File: src/rtl/demux_1x4_nbits_buf_pkg.sv
// Shared constants and types for the 1-to-4 buffered demultiplexer.
package demux_1x4_nbits_buf_pkg;

  localparam int unsigned NUM_CH = 4;
  localparam int unsigned SEL_W  = 2;

  typedef logic [NUM_CH-1:0] ch_mask_t;

endpackage

File: src/rtl/demux_slot.sv
// One output channel of the demux: a single registered entry with valid/ready handshake.
module demux_slot #(
  parameter int unsigned Bits = 2
) (
  input  logic            clk,
  input  logic            rst_n,
  input  logic            flush,
  input  logic            load,
  input  logic            ready,
  input  logic [Bits-1:0] in_data,
  output logic            full,
  output logic [Bits-1:0] data
);

  logic            full_q, full_d;
  logic [Bits-1:0] data_q, data_d;

  // Load wins over drain so a simultaneous drain+load keeps one beat per cycle.
  always_comb begin
    full_d = full_q;
    data_d = data_q;
    if (flush) begin
      full_d = 1'b0;
    end else if (load) begin
      full_d = 1'b1;
      data_d = in_data;
    end else if (full_q && ready) begin
      full_d = 1'b0;
    end
  end

  always_ff @(posedge clk) begin
    if (!rst_n) begin
      full_q <= 1'b0;
      data_q <= '0;
    end else begin
      full_q <= full_d;
      data_q <= data_d;
    end
  end

  assign full = full_q;
  assign data = data_q;

endmodule

File: src/rtl/demux_1x4_nbits_buf.sv
// Routes one N-bit input stream to one of four independently buffered output channels.
module demux_1x4_nbits_buf
  import demux_1x4_nbits_buf_pkg::*;
#(
  parameter int unsigned Bits = 2
) (
  input  logic             clk,
  input  logic             rst_n,
  input  logic [SEL_W-1:0] sel,
  input  logic [Bits-1:0]  in_data,
  input  logic             in_valid,
  output logic             in_ready,
  input  logic             flush,
  output logic [Bits-1:0]  out_data_0,
  output logic [Bits-1:0]  out_data_1,
  output logic [Bits-1:0]  out_data_2,
  output logic [Bits-1:0]  out_data_3,
  output ch_mask_t         out_valid,
  input  ch_mask_t         out_ready
);

  ch_mask_t        full;
  ch_mask_t        load;
  logic [Bits-1:0] slot_data [NUM_CH];

  // Only the selected channel gates acceptance; in_valid is deliberately not a term.
  assign in_ready = !flush && (!full[sel] || out_ready[sel]);

  always_comb begin
    load = '0;
    if (in_valid && in_ready) begin
      load[sel] = 1'b1;
    end
  end

  for (genvar k = 0; k < NUM_CH; k++) begin : g_slot
    demux_slot #(
      .Bits (Bits)
    ) u_slot (
      .clk     (clk),
      .rst_n   (rst_n),
      .flush   (flush),
      .load    (load[k]),
      .ready   (out_ready[k]),
      .in_data (in_data),
      .full    (full[k]),
      .data    (slot_data[k])
    );
  end

  assign out_valid  = full;
  assign out_data_0 = slot_data[0];
  assign out_data_1 = slot_data[1];
  assign out_data_2 = slot_data[2];
  assign out_data_3 = slot_data[3];

  sel_known_a: assert property (@(posedge clk) disable iff (!rst_n) in_valid |-> !$isunknown(sel))
    else $error("sel unknown while in_valid is high");

endmodule
File: config.mk
export PLATFORM = sky130hd
export DESIGN_NAME = demux_1x4_nbits_buf
export DESIGN_NICKNAME = d
export VERILOG_FILES = /design/src/rtl/demux_1x4_nbits_buf_pkg.sv /design/src/rtl/demux_slot.sv /design/src/rtl/demux_1x4_nbits_buf.sv
export SDC_FILE = /design/constraint.sdc
export NUM_CORES = 1
export LEC_CHECK = 0
export CAP_MARGIN = 0
export CORE_MARGIN = 5
export CORE_UTILIZATION = 41
export CTS_BUF_LIST = sky130_fd_sc_hd__clkbuf_4
export CTS_CLUSTER_DIAMETER = 120
export DETAILED_ROUTE_END_ITERATION = 12
export GPL_TIMING_DRIVEN = 0
export PLACE_DENSITY = 0.79
export SLEW_MARGIN = 20
export SYNTH_ARGS = -nofsm -noshare
export SYNTH_HDL_FRONTEND = slang
export SYNTH_SLANG_ARGS = --single-unit
export TNS_END_PERCENT = 100
File: constraint.sdc
create_clock -name clk -period 3.45 [get_ports clk]
set_clock_uncertainty 0.15 [all_clocks]
set_input_delay 0.69 -clock clk [delete_from_list [all_inputs] [get_ports clk]]
set_output_delay 0.69 -clock clk [all_outputs]
set_load 0.005 [all_outputs]
# == Word level (Yosys, flattened, before mapping) ==
# Index checks and enable logic that the tools add are counted.
# op_classes
muxes,15
magnitude_cmp,2
n_reduce_logical,19
bitwise_logic,2
# op_table
operator,count
2-to-1 mux 1 bit,11
AND reduction 2 bit,4
nonzero test 2 bit,4
logical AND 1 bit,7
binary-select mux 1 bit (select 2 bit),2
2-to-1 mux 4 bit,1
< comparator 2 x 3 -> 1 bit (second input constant),1
demux 1 bit (select 2 bit),1
>= comparator 2 x 1 -> 1 bit (second input constant),1
logical NOT 1 bit,2
NOT 1 bit,2
OR reduction 2 bit,1
logical OR 1 bit,1
# word_totals
reg_bits,12
output_inout_bits,13
input_bits,12

# == Logic depth before layout (Yosys ltp) ==
# logic_depth
word_depth,8
ltp_mapped,3
mapped_depth_nobuf,3

# == By module ==
# From an unflattened synthesis, not the netlist that was laid out.
# unflattened
cells_unflattened,70
hier_area_um2,626.9
# by_module_without_submodules
module,area_each_um2,n_inst,cells_each,seq_area_each_um2
demux_slot,128.9,4,13,60.1
demux_1x4_nbits_buf,111.4,1,18,0.0

# == Least setup slack after synthesis ==
# No wires, ideal clock.
# synth_timing
path_type,input to output
startpoint,input port out_ready[1]
endpoint,output port in_ready
path_buffers,0
t_required_ns,2.610
path_slack_ns,1.333
arrival_time_ns,1.277
stages,3
cell_sequence,nor2b_1 > mux4_2 > nor2_1
# synth_between
elab_chain_cells,4
# synth_rtl
item,line_no,text
"start, declared",demux_1x4_nbits_buf.sv:19,input ch_mask_t out_ready
binary-select mux 1 bit (select 2 bit),demux_1x4_nbits_buf.sv:27,assign in_ready = !flush && (!full[sel] || out_ready[sel]);
2-to-1 mux 1 bit (implied by the code),demux_1x4_nbits_buf.sv:27,
logical OR 1 bit,demux_1x4_nbits_buf.sv:27,
logical AND 1 bit,demux_1x4_nbits_buf.sv:27,
"end, declared",demux_1x4_nbits_buf.sv:12,"output logic in_ready,"
# No other way between the ends. The select of a mux whose other input is x is not followed.

# == Worst setup path after layout ==
# layout_timing
startpoint,input port sel[0]
endpoint,output port in_ready
# layout_between
elab_chain_cells,5
word_cells_on_any_way,7
# layout_rtl
item,line_no,text
"start, declared",demux_1x4_nbits_buf.sv:9,"input logic [SEL_W-1:0] sel,"
binary-select mux 1 bit (select 2 bit),demux_1x4_nbits_buf.sv:27,
2-to-1 mux 1 bit (implied by the code),demux_1x4_nbits_buf.sv:27,
logical NOT 1 bit,demux_1x4_nbits_buf.sv:27,
logical OR 1 bit (*),demux_1x4_nbits_buf.sv:27,
logical AND 1 bit (*),demux_1x4_nbits_buf.sv:27,
# Every way passes the cells marked *; elsewhere a longest branch is shown, timed or not. The select of a mux whose other input is x is not followed.

==> results.md <==
- Peak Freq: slightly above 0.3 GHz
- Final hold viol count: 0
- Die W: 47.0 um
- GR Util met3: just over 3%
- Req. time, crit path: between 2 and 3 ns
- Post-DP Area: approximately 820 sq um
- H-tree Lvls: 1
- Vias in the first global route: approximately 460
- Vias after detailed routing: ~460
- # hold bufs at CTS: 0
- Die height: 47.0 um
- Die ar.: 2210 sq um
- WS Path Type: in2out
- CTS buffer count: 3
- Clock slew at reported path FFs: ~0.07 ns
- # Post-CTS Setup Buffers: 0
- I/O Pins: 25
- Met2 Usage GRT: 18.4%
- Post-route cell area: 846 sq um
- RSZ-0062 raised after global routing: false
- #FFs+latches synth: 12
- Critical Path Source Type: input pin
- Area Overhead vs Synth: 50.9%
- Post-route antenna net violation count: 0
- Drc violations: 0
- Global route overflow: 0
- Yosys cell types: 17
- TritonCTS Sinks: 12
- 1st-pass router iterations: 4
- Cell Count, Final, Fillers Out: 96
- Gr busiest metal: met2
- Clk Latency, worst-skew pair: between 0.2 and 0.3 ns
- Mapped cell area: between 500 and 600 sq um
- Peak supply drop: about 0.23 mV
- Final #Nets: 94
- Reg2Reg Setup Slack: around 2.2 ns
- Placed Cells incl. Taps: around 90
- Max Slew Vio Count: 0
- Root buffer cell: clkbuf_4
- CTS tree: yes
- ANT cells: 0
- Slew HR: about four fifths
- Status: completed
- First-pass GRT wire length: approximately 2 mm
- Synth Instances: 53
- Post-Route WL: ~1.2 mm
- Seq/Total Area, Yosys: a little over two fifths
- Final GP Congestion: approximately 0.76
- Worst-path fanout max: 5
- Syn_nets: between 60 and 70
- Final setup vio count: 0
- Layout filler cell count: about 110
- Core area: 1300 sq um
- Final worst path period share: between 90% and 100%
- Syn avg cell area: between 10 and 15 sq um
- Register area: around 240 sq um
- DP HPWL: between 800 and 900 um
- Fin crit period: around 3.3 ns
- Setup TNS: 0 ns
- Routed vias/inst: about 4.8
- CTS max path bufs: 2
- Pwr dens: between 300 and 400 nW/um^2
- Area of the multi-input gates: about 290 sq um
- Worst endpoint data arrival time: around 2.4 ns
- Pin slew with the least headroom to its limit: roughly 0.33 ns
- Initial antenna violation count: 0
- Reg2Reg Depth: 3
- Total global-route track usage: 12.2%
- # rows: 13
- Hold Crit Depth: 2
- Leakage power: ~0.00035 uW
- Most frequent cells in the layout: 24 x clkdlybuf4s50_1, 12 x dfxtp_1, 10 x nand2_1
- Met1 Usage GRT: 17.3%
- Most common cell after layout, fill and taps aside: clkdlybuf4s50_1
- Yosys Warn Count: 0
- Port Buffers: 24
- Fraction of layout cells with a size suffix above 1: between 10% and 20%
- Largest net degree at the start of global routing: 11
- Min-delay worst type: reg2reg
- Starting density of the core: a little over two fifths
- DR iter-0 viols: 1
- CP endpoint kind: output pin
- Max_cap viols: 0
- Post-CTS sizing: 0
- DR WL/cell: about 12 um
-- final timing paths --
path,end,startpoint
worst max-delay path,in_ready,sel[0]
worst min-delay path,g_slot[2].u_slot.data[1],g_slot[2].u_slot.data[1]
worst max register to register,g_slot[1].u_slot.full,g_slot[1].u_slot.full
worst min register to register,g_slot[2].u_slot.data[1],g_slot[2].u_slot.data[1]
-- power by group --
| part | total (uW) | internal, uW | switching (uW) |
|---|---|---|---|
| registers | 142 | 141 | 1.34 |
| logic | 36.8 | 23.6 | 13.2 |
| clock network | 87.8 | 41.8 | 46.0 |
| total | 267 | 206 | 60.6 |
-- area by class of cell --
class,count,share of cell area [%]
buffer,5,4.14
clock buffer,3,2.66
multi-input combinational,36,33.7
sequential,12,28.4
clock inverter,1,0.444
timing repair buffer,24,28.4
tap,15,2.22
-- cells in the mapped netlist, drive strengths merged --
master,n,share of area (%)
nand4,1,1.1
dfxtp,12,43
buf,5,6.2
and4bb,1,2.2
nor4b,1,4.2
nor2,1,0.67
mux2i,8,14
nor2b,5,7.4
nand2,10,6.7
nand4b,1,1.6
o21ba,2,3.6
mux4,1,4.0
nand2b,3,3.3
a21oi,2,1.8
-- sequential cells by signal, indices dropped and copies added (netlist names) --
register            flops
g_slot.u_slot.data      8
g_slot.u_slot.full      4
-- layer usage --
metal | up-vias | share of wire (%)
met1 | 212 | 48
li1 | 233 | -
met2 | 18 | 42
met4 | 0 | 0
met5 | - | 0
met3 | 0 | 9.6
-- worst max-delay path, cell delays in order --
cell,delay [ns]
clkdlybuf4s50_1,0.60
mux4_2,0.52
nor2_1,0.09
clkdlybuf4s50_1,0.50
-- per-stage QoR --
| step | total power, uW | worst slack [ns] | utilization, % | hold slack (ns) |
|---|---|---|---|---|
| after floorplan | 159 | 1.33 | - | 0.301 |
| after global placement | 182 | 0.214 | 63.0 | 0.295 |
| after detailed placement | 182 | 0.199 | 63.0 | 0.302 |
| after CTS | 270 | 0.184 | 65.0 | 0.312 |
| after global routing | 283 | 0.123 | 65.0 | 0.340 |
| final | 267 | 0.198 | 65.0 | 0.310 |
-- cell families after synthesis --
logic type	after synthesis	share of synthesized area, %
DFF	12	42.9
buffers and inverters	5	6.25
and+or+nand+nor	23	27.2
muxes	9	18.3
AOI/OAI and AO/OA	4	5.36
Note: power is estimated with default switching activity, not from simulation.
